[src/rtl/sdrd_deserializer.sv]
// ============================================================================
// Module   : sdrd_deserializer
// Purpose  : Assembles MSB-first serial SDRD bits into WIDTH-bit words, with
//            a readable holding register, sticky overrun and idle resync.
// Revision : 1.0  initial release
// ============================================================================
`default_nettype none

module sdrd_deserializer #(
    parameter int WIDTH   = 8,
    parameter int TIMEOUT = 64
) (
    input  logic                       clk,
    input  logic                       rst,
    input  logic                       SSER,
    input  logic                       BA13,
    input  logic                       BA12,
    input  logic                       BR_W,
    input  logic                       SDRD,
    input  logic                       sdrd_en,
    output logic [WIDTH-1:0]           data,
    output logic                       data_valid,
    output logic                       overrun,
    output logic [$clog2(WIDTH+1)-1:0] bit_cnt,
    output logic                       busy
);

    localparam int             CW          = $clog2(WIDTH + 1);
    localparam logic [CW-1:0]  c_WIDTH     = CW'(WIDTH);
    localparam logic [7:0]     c_IDLE_LAST = 8'(TIMEOUT - 1);

    typedef enum logic [0:0] {
        ST_IDLE  = 1'b0,
        ST_SHIFT = 1'b1
    } state_t;

    state_t           r_state, w_state_nxt;
    logic [WIDTH-1:0] r_shift, w_shift_nxt;
    logic [WIDTH-1:0] r_data, w_data_nxt;
    logic             r_valid, w_valid_nxt;
    logic             r_overrun, w_overrun_nxt;
    logic [CW-1:0]    r_bit_cnt, w_bit_cnt_nxt;
    logic [7:0]       r_idle, w_idle_nxt;

    logic w_sel, w_cap, w_rd, w_done;

    assign w_sel  = ~SSER & ~BA13 & BA12;
    assign w_cap  = w_sel & BR_W & sdrd_en;
    assign w_rd   = w_sel & ~BR_W;
    assign w_done = (r_state == ST_SHIFT) && (r_bit_cnt == c_WIDTH);

    always_ff @(posedge clk) begin
        if (rst) begin
            r_state   <= ST_IDLE;
            r_shift   <= '0;
            r_data    <= '0;
            r_valid   <= 1'b0;
            r_overrun <= 1'b0;
            r_bit_cnt <= '0;
            r_idle    <= '0;
        end else begin
            r_state   <= w_state_nxt;
            r_shift   <= w_shift_nxt;
            r_data    <= w_data_nxt;
            r_valid   <= w_valid_nxt;
            r_overrun <= w_overrun_nxt;
            r_bit_cnt <= w_bit_cnt_nxt;
            r_idle    <= w_idle_nxt;
        end
    end

    always_comb begin
        w_state_nxt   = r_state;
        w_shift_nxt   = r_shift;
        w_data_nxt    = r_data;
        w_valid_nxt   = r_valid;
        w_overrun_nxt = r_overrun;
        w_bit_cnt_nxt = r_bit_cnt;
        w_idle_nxt    = r_idle;

        // A read coinciding with word completion is absorbed by the completion.
        if (w_rd && !w_done) begin
            w_valid_nxt = 1'b0;
            if (!r_valid)
                w_overrun_nxt = 1'b0;
        end

        case (r_state)
            ST_IDLE: begin
                if (w_cap) begin
                    w_shift_nxt   = {{(WIDTH-1){1'b0}}, SDRD};
                    w_bit_cnt_nxt = CW'(1);
                    w_idle_nxt    = '0;
                    w_state_nxt   = ST_SHIFT;
                end
            end
            ST_SHIFT: begin
                if (w_done) begin
                    // Capture is not accepted in the completion cycle.
                    w_data_nxt    = r_shift;
                    w_valid_nxt   = 1'b1;
                    if (r_valid && !w_rd)
                        w_overrun_nxt = 1'b1;
                    w_bit_cnt_nxt = '0;
                    w_idle_nxt    = '0;
                    w_state_nxt   = ST_IDLE;
                end else if (w_cap) begin
                    w_shift_nxt   = {r_shift[WIDTH-2:0], SDRD};
                    w_bit_cnt_nxt = r_bit_cnt + CW'(1);
                    w_idle_nxt    = '0;
                end else if (r_idle == c_IDLE_LAST) begin
                    w_bit_cnt_nxt = '0;
                    w_idle_nxt    = '0;
                    w_state_nxt   = ST_IDLE;
                end else begin
                    w_idle_nxt    = r_idle + 8'd1;
                end
            end
            default: w_state_nxt = ST_IDLE;
        endcase
    end

    assign data       = r_data;
    assign data_valid = r_valid;
    assign overrun    = r_overrun;
    assign bit_cnt    = r_bit_cnt;
    assign busy       = (r_state == ST_SHIFT);

endmodule

`default_nettype wire

[config.mk]
export PLATFORM = sky130hd
export DESIGN_NAME = sdrd_deserializer
export DESIGN_NICKNAME = d
export VERILOG_FILES = /design/src/rtl/sdrd_deserializer.sv
export SDC_FILE = /design/constraint.sdc
export NUM_CORES = 1
export LEC_CHECK = 0
export BUFFER_PORTS_ARGS = -buffer_cell sky130_fd_sc_hd__buf_2
export CAP_MARGIN = 10
export CORE_ASPECT_RATIO = 1.25
export CORE_MARGIN = 2
export CORE_UTILIZATION = 35
export CTS_CLUSTER_DIAMETER = 200
export DETAILED_ROUTE_END_ITERATION = 6
export GPL_TIMING_DRIVEN = 0
export SYNTH_ARGS = -nofsm -noshare
export SYNTH_HDL_FRONTEND = slang
export SYNTH_SLANG_ARGS = --single-unit
[constraint.sdc]
create_clock -name clk -period 1.4 [get_ports clk]
set_input_delay 0.42 -clock clk [delete_from_list [all_inputs] [get_ports clk]]
set_output_delay 0.42 -clock clk [all_outputs]
set_load 0.01 [all_outputs]
Word-level counts from Yosys, hierarchy flattened:

Index checks and enable logic that the tools add are counted.

* $add $sub $neg: 2
* equality and inequality tests: 6
* muxes and demuxes: 27
* bitwise logic cells: 9
* reduce and logical (&&, ||, !) cells: 8

Operator list (count)
* two-way mux 8 bit: 7
* one-hot mux 8 bit (2 select lines): 2
* two-way mux 4 bit: 4
* two-way mux 1 bit: 12
* adder 8 x 1 -> 8 bit, second input constant: 1
* == test 8 x 6 -> 1 bit, second input constant: 1
* one-hot mux 4 bit (2 select lines): 1
* AND 1 bit: 5
* adder 4 x 1 -> 4 bit, second input constant: 1
* == test 4 bit, second input constant: 1
* != test 2 bit, second input constant: 2
* != test 4 x 1 -> 1 bit, second input constant: 1
* NOT 1 bit: 4
* AND reduction 2 bit: 2
* logical AND 1 bit: 3
* AND reduction 3 bit: 1
* zero test 1 bit: 2
* != test 2 x 1 -> 1 bit, second input constant: 1
* one-hot mux 1 bit (2 select lines): 1

* bits in registers: 31
* input port bits: 8
* output and inout bits: 15
* logic and storage cells: 59

Logic depth before layout (Yosys ltp):

Gate-level depths: netlist (run 1).

* word-level depth: 9
* mapped depth: 8

Worst setup path before layout (run 1):

No wires, ideal clock.

* path type: register to register
* from: reg r_bit_cnt[0], in the netlist bit_cnt[0]
* to: reg r_bit_cnt[2], in the netlist bit_cnt[2]
* library setup time: 88 ps
* arrival: 1547 ps
* path slack: -235 ps
* cell stages (with the launch flop): 7
* path buffers: 0
* period minus slack after synthesis: 1635 ps
* path through: dfxtp_1 > inv_1 > ha_1 > nand3b_1 > nand2_1 > or3_1 > a311oi_2

* cells in the longest elaborated chain, start to end: 4

RTL lines
* start, declared: line 42 `logic [CW-1:0] r_bit_cnt, w_bit_cnt_nxt;`
* start signal, assigned: line 67 `r_bit_cnt <= w_bit_cnt_nxt;`
* adder 4 x 1 -> 4 bit / == test 4 bit (equally long branches): line 109, 50
* two-way mux 4 bit / logical AND 1 bit (equally long branches): line 107, 50
* two-way mux 4 bit / != test 4 x 1 -> 1 bit (equally long branches)
* one-hot mux 4 bit (2 select lines) / AND reduction 2 bit (equally long branches)

Several ways; a longest one is shown, not always the timed one.
A chain may end at the register's enable or synchronous reset.

Worst setup path after layout (run 1):

Ends and elaborated chain as after synthesis.

==> results of run 1 <==
-- final timing paths --
kind                                           endpoint  slack (ps)
worst max register to register  bit_cnt[2]$_SDFFE_PP0P_        -250
worst min register to register     data[7]$_SDFFE_PP0P_         460
worst max-delay path            bit_cnt[2]$_SDFFE_PP0P_        -250
worst min-delay path            r_shift[0]$_SDFFE_PP0P_         400
-- metrics by stage --
stage	TNS, ps	total power, mW
global route	-5963	1.859
CTS	-3819	1.814
finish	-3601	1.798
floorplan	-619.1	0.9431
detailed placement	-3639	0.9683
global placement	-2963	0.9671
-- sequential cells by signal, indices dropped and copies added, names as in the netlist --
name / count
overrun: 1
data: 8
r_shift: 8
data_valid: 1
busy: 1
bit_cnt: 4
r_idle: 8
-- area by class of cell --
| type | count | area (sq um) |
|---|---|---|
| Fill cell | 359 | 1884 |
| Sequential cell | 31 | 635.6 |
| Clock inverter | 1 | 5.005 |
| Tap cell | 40 | 50.05 |
| Multi-Input combinational cell | 113 | 804.5 |
| Clock buffer | 7 | 107.6 |
| Buffer | 6 | 35.03 |
| Inverter | 3 | 16.27 |
| Timing Repair Buffer | 35 | 215.2 |
-- worst min-delay path, stage by stage --
cell	delay (ps)
buf_2	100
nand3_1	50
a21oi_1	60
-- repair_timing --
item / in CTS / in global routing
resized for setup: 17 / 6
setup endpoints to repair: 27 / 30
cloned: 3 / 0
setup buffers: 10 / 4
pin swaps: 10 / 5
-- power by group through the flow --
stage	registers, mW	clock network, mW	logic [mW]
floorplan	0.904	0	0.0391
global placement	0.904	0	0.0633
detailed placement	0.904	0	0.0643
CTS	0.880	0.860	0.0746
global route	0.880	0.895	0.0844
finish	0.880	0.840	0.0783
-- logic make-up (layout without fill, tap and decap cells) --
group,after synthesis,in the layout,share of synthesized area (%)
AOI/OAI and AO/OA,42,42,22.68
muxes,1,1,0.8264
buffers and inverters,9,52,2.754
adders and majority gates,3,3,2.755
DFF,31,31,45.55
and+or+nand+nor,66,67,25.44
-- layer usage --
layer	share of wire [%]	vias up	track usage [%]	wire, um
met2	54	20	30.31	1817
met3	3.4	4	4.754	114
met1	42	601	18.66	1399
met4	1.1	0	6.420	38
met5	0	-	0	0
li1	-	629	-	-
-- placed cells by master, fill, tap and decap left out, types with 2 or more instances in the layout --
master / count
nand2_1: 21
nand3_1: 5
o21ai_0: 3
nor2_4: 2
dfxtp_1: 27
nand3_4: 2
a22oi_1: 6
buf_6: 3
clkbuf_1: 2
and3_1: 3
a22oi_2: 2
nand3b_1: 2
nor2_1: 16
buf_4: 12
nor3b_1: 2
nand2_4: 2
a21o_1: 3
inv_4: 2
and2_4: 2
dfxtp_4: 4
a311oi_2: 3
ha_4: 2
buf_2: 23
clkbuf_8: 6
a21oi_1: 16
==> results.toml, run 1 <==
[floorplan]
io_pins = 23
dieWidth_um = 59.81
start_util_pct = 36.30
die_area_sq_um = 4411
die_y_um = 73.76
core_sq_um = 3754
rows = 25

[logic_synthesis]
synthFlopType = "dfxtp_1"
synth_top_area_share_pct = 45.55
netlist_area_sq_um = 1363
synth_top_cells_by_area = "dfxtp_1 46%, nand2_1 6.1%, a21oi_1 5.9%"
synth.distinct_cells = 41
ys_ff_latch = 31
yosysMostFrequentCell = "dfxtp_1"
async_flop_share_pct = 0
synth_edf_count = 0
synth_nets = 163
synth_warnings = 0
ys_seq_area_share_pct = 45.55
syn_inst = 152
yosys-top-cells-count = "31 x dfxtp_1, 22 x nand2_1, 18 x nor2_1"
syn_area_per_cell_sq_um = 8.964
synth_top_cell_by_area = "dfxtp_1"

[finish]
drive_gt1_share_pct = 39.80
final_util_pct = 49.80
fin_area_sq_um = 1869
stdcell_count = 236
synthToLayoutAreaGrowth_pct = 37.19
fin_nets = 206
num_antenna_cells = 0

[worst_setup_path]
worst-setup-path-type = "reg2reg"
crit_path_start = "bit_cnt[0]$_SDFFE_PP0P_"
cp_slowest_stage_delay_ps = 360
critPathBufInv = 1
cp.depth = 7
crit_family = "simple AND/OR/NAND/NOR gates"
crit_chain = "inv_4 -> ha_4 -> nand3b_1 -> nand2_2 -> nor2_4 -> a21oi_1 -> a311oi_2"
critPathLaunchType = "flip-flop"
cp-end-kind = "flip-flop"
crit_path_max_fanout = 10
cp.arrival_ps = 1840
crit_required_ps = 1590
ff2ff_path_depth = 7
critical_path.slowest_cell = "dfxtp_4"
rr_startpoint = "bit_cnt[0]$_SDFFE_PP0P_"

[sta]
setup_ws_ps = -252.1
finalClockSkew_ps = 4.759
fin_crit_sh_pct = 118.0
hold_viol_final = 0
hold_ws_ps = 395.3
slew_violations = 0
finalSetupViolations = 26
finalCriticalPeriod_ps = 1652
fmax_mhz = 605.3
maxSlewHeadroom_pct = 67.82
rsz0062_at_grt = "yes"
worst_slew_pin_slew_ps = 482.7

[power_and_ir_drop]
power_frac_comb_pct = 4.4
peakVddDrop_v = 0.0006164
power_density_nw_per_um2 = 961.9
cellLeakagePower_nw = 0.7147
p_seq_share_pct = 48.9
clkPwrFrac_pct = 46.7
netSwitchingPower_uw = 385.9
internal_power_mw = 1.412
swShare_pct = 21.46

[global_routing]
antenna_found_initial = 0
grt_max_degree = 11
grt-ovfl-total = 0
grt_pass1_wl_um = 5575
track_usage_pct = 17.01
grt_pass1_vias = 1214

[routing]
drtIter0Drc = 37
drt-wirelength-per-cell_um = 14.28
routed_wl_um = 3370
drt-pass1-iter-count = 4
routed_via_density = 5.314
vias = 1254
ant_nets = 0
remaining_drc_errors = 0

[placed_design]
pre_cts_slack_ps = -301.7
gp_congestion = 0.6874
dp_cells = 213
placedInstanceArea_sq_um = 1578
post-dp-hpwl_um = 2234
portBuffers = 21

[hold_path]
hold_start = "SDRD"
hold_depth = 3
hp-class = "in2reg"

[job]
max_cap_viol_count = 0

[clocking]
cts_buffers = 5
clk_path_buf_depth = 2
cts_root_buf = "clkbuf_8"
clk_pin_slew_ps = 70
hold_buffers = 0
cts_num_sinks = 31
clk_latency_ps = 280
h-tree-depth = 2
cts_tree = "yes"

[status]
status = "finished with violations"
violations = "setup timing"
No activity file was read; power rests on OpenSTA's default activity.
==> run 2: changes to the inputs <==
--- a/config.mk
+++ b/config.mk
@@ -13,6 +13,7 @@
 export CTS_CLUSTER_DIAMETER = 200
 export DETAILED_ROUTE_END_ITERATION = 6
 export GPL_TIMING_DRIVEN = 0
+export PLACE_DENSITY = 0.66
 export SYNTH_ARGS = -nofsm -noshare
 export SYNTH_HDL_FRONTEND = slang
 export SYNTH_SLANG_ARGS = --single-unit
==> run 2 against run 1 <==
The flow still finishes with violations (setup timing). Largest power group unchanged. Non-clock buffer count is 1 higher. Cell area is 4.4% higher. Critical path depth decreased by 1. Sequential share of layout area decreased by 1.4 points.
==> results.toml, run 2 (synthesis gave the netlist of run 1 again) <==
[sta]
rsz0062_at_grt = "yes"
finalSetupViolations = 27
finalCriticalPeriod_ps = 1604
hold_ws_ps = 405.8
finalClockSkew_ps = 8.154
fin_crit_sh_pct = 114.6
fin_setup_tns_ps = -3340
hold_viol_final = 0
fmax_mhz = 623.3
worst_slew_pin_slew_ps = 525.9
setup_ws_ps = -204.3
slew_violations = 0
maxSlewHeadroom_pct = 64.94

[global_routing]
track_usage_pct = 15.47
grt-ovfl-total = 0
grt_pass1_wl_um = 5195
grt_max_degree = 12
antenna_found_initial = 0
grt_pass1_vias = 1155

[power_and_ir_drop]
p_seq_share_pct = 48.9
internal_power_mw = 1.411
power_density_nw_per_um2 = 922.2
netSwitchingPower_uw = 389.2
swShare_pct = 21.62
peakVddDrop_v = 0.0007351
clkPwrFrac_pct = 46.9
cellLeakagePower_nw = 0.7308
power_frac_comb_pct = 4.3
power_mw = 1.800

[routing]
drtIter0Drc = 16
ant_nets = 0
routed_via_density = 5.363
remaining_drc_errors = 0
drt-wirelength-per-cell_um = 13.72
vias = 1271
routed_wl_um = 3251
drt-pass1-iter-count = 4

[finish]
fill_cells = 334
final_common_cell = "dfxtp_1"
num_antenna_cells = 0
multi_input_area_sq_um = 862.1
drive_gt1_share_pct = 46.70
stdcell_count = 237
final_util_pct = 52.00
fin_nets = 207
mostFrequentLayoutCells = "27 x dfxtp_1, 22 x buf_2, 17 x nor2_1, 12 x nand2_1, 12 x a21oi_1"
final-seq-area_sq_um = 635.6
synthToLayoutAreaGrowth_pct = 43.25

[worst_setup_path]
crit_chain = "ha_4 -> and3_4 -> nand3_4 -> o31ai_4 -> a21o_1 -> a311oi_2"
critical_path.slowest_cell = "dfxtp_4"
crit_required_ps = 1550
cp.arrival_ps = 1750
critPathBufInv = 0
cp_slowest_stage_delay_ps = 360
cp-end-kind = "flip-flop"
crit_family = "compound AO/OA/AOI/OAI gates"
worst-setup-path-type = "reg2reg"
crit_path_max_fanout = 8
critPathLaunchType = "flip-flop"

[placed_design]
portBuffers = 21
post-dp-hpwl_um = 2037
dp_cells = 213
gp_congestion = 0.7181

[floorplan]
die_area_sq_um = 4411
die_y_um = 73.76
dieWidth_um = 59.81
start_util_pct = 36.30
io_pins = 23
core_sq_um = 3754
rows = 25

[clocking]
h-tree-depth = 2
cts_tree = "yes"
cts_buffers = 5
hold_buffers = 0
clk_latency_ps = 280
cts_root_buf = "clkbuf_8"
clk_path_buf_depth = 2
cts_num_sinks = 31
clk_pin_slew_ps = 60

[status]
status = "finished with violations"
violations = "setup timing"

[hold_path]
hp-class = "in2reg"

[job]
max_cap_viol_count = 0
==> run 2: cell count changes in the layout (fill, tap and decap cells not counted), sizes merged <==
cell	change
buf	+1
==> run 2: final timing paths <==
check             slack (ps)  cells after the start                   start                       to
hold reg to reg          460                      2    data[2]$_SDFFE_PP0P_     data[2]$_SDFFE_PP0P_
setup / recovery        -200                      6  r_idle[0]$_SDFFE_PP0P_  bit_cnt[3]$_SDFFE_PP0P_
setup reg to reg        -200                      6  r_idle[0]$_SDFFE_PP0P_  bit_cnt[3]$_SDFFE_PP0P_
hold / removal           410                      3                    SDRD  r_shift[0]$_SDFFE_PP0P_
==> run 2: repair_timing <==
action                                  4_1_cts  5_1_grt
endpoints found under the setup margin       27       31
gates resized for setup                      15       28
setup buffers                                11        4
gates cloned                                  2        1
pin swaps                                    10       22
==> run 2: layer usage <==
metal / up-vias / GRT usage [%] / wire length, um
met4: 0 / 5.926 / 51
met5: - / 0 / 0
met1: 606 / 18.75 / 1400
li1: 636 / - / -
met2: 24 / 25.48 / 1675
met3: 5 / 4.401 / 124
==> run 2: metrics by stage <==
step / cell area, sq um / setup slack [ps]
5_1_grt: 1952 / -303.8
3_5_place_dp: 1578 / -288.2
4_1_cts: 1831 / -207.0
3_3_place_gp: 1578 / -277.4
6_report: 1952 / -204.3
2_1_floorplan: 1423 / -112.2
==> run 2: tightest hold or removal path: cells and delay by family <==
family / cells / cell delay [ps]
compound gates: 1 / 60
buf+inv: 1 / 100
simple gates: 1 / 60
==> run 2: power by group through the flow <==
stage	clock [mW]	combinational (mW)	sequential [mW]
6_report	0.844	0.0767	0.880
5_1_grt	0.898	0.0842	0.879
4_1_cts	0.853	0.0716	0.880
3_5_place_dp	0	0.0636	0.904
3_3_place_gp	0	0.0636	0.904
2_1_floorplan	0	0.0391	0.904
==> run 2: layout make-up <==
class                           count  share of cell area, %
Buffer                              6                  2.179
Tap cell                           40                  2.564
Multi-Input combinational cell    113                  44.17
Sequential cell                    31                  32.56
Clock buffer                        7                  5.513
Clock inverter                      1                 0.2564
Timing Repair Buffer               36                  11.92
Inverter                            3                 0.8333
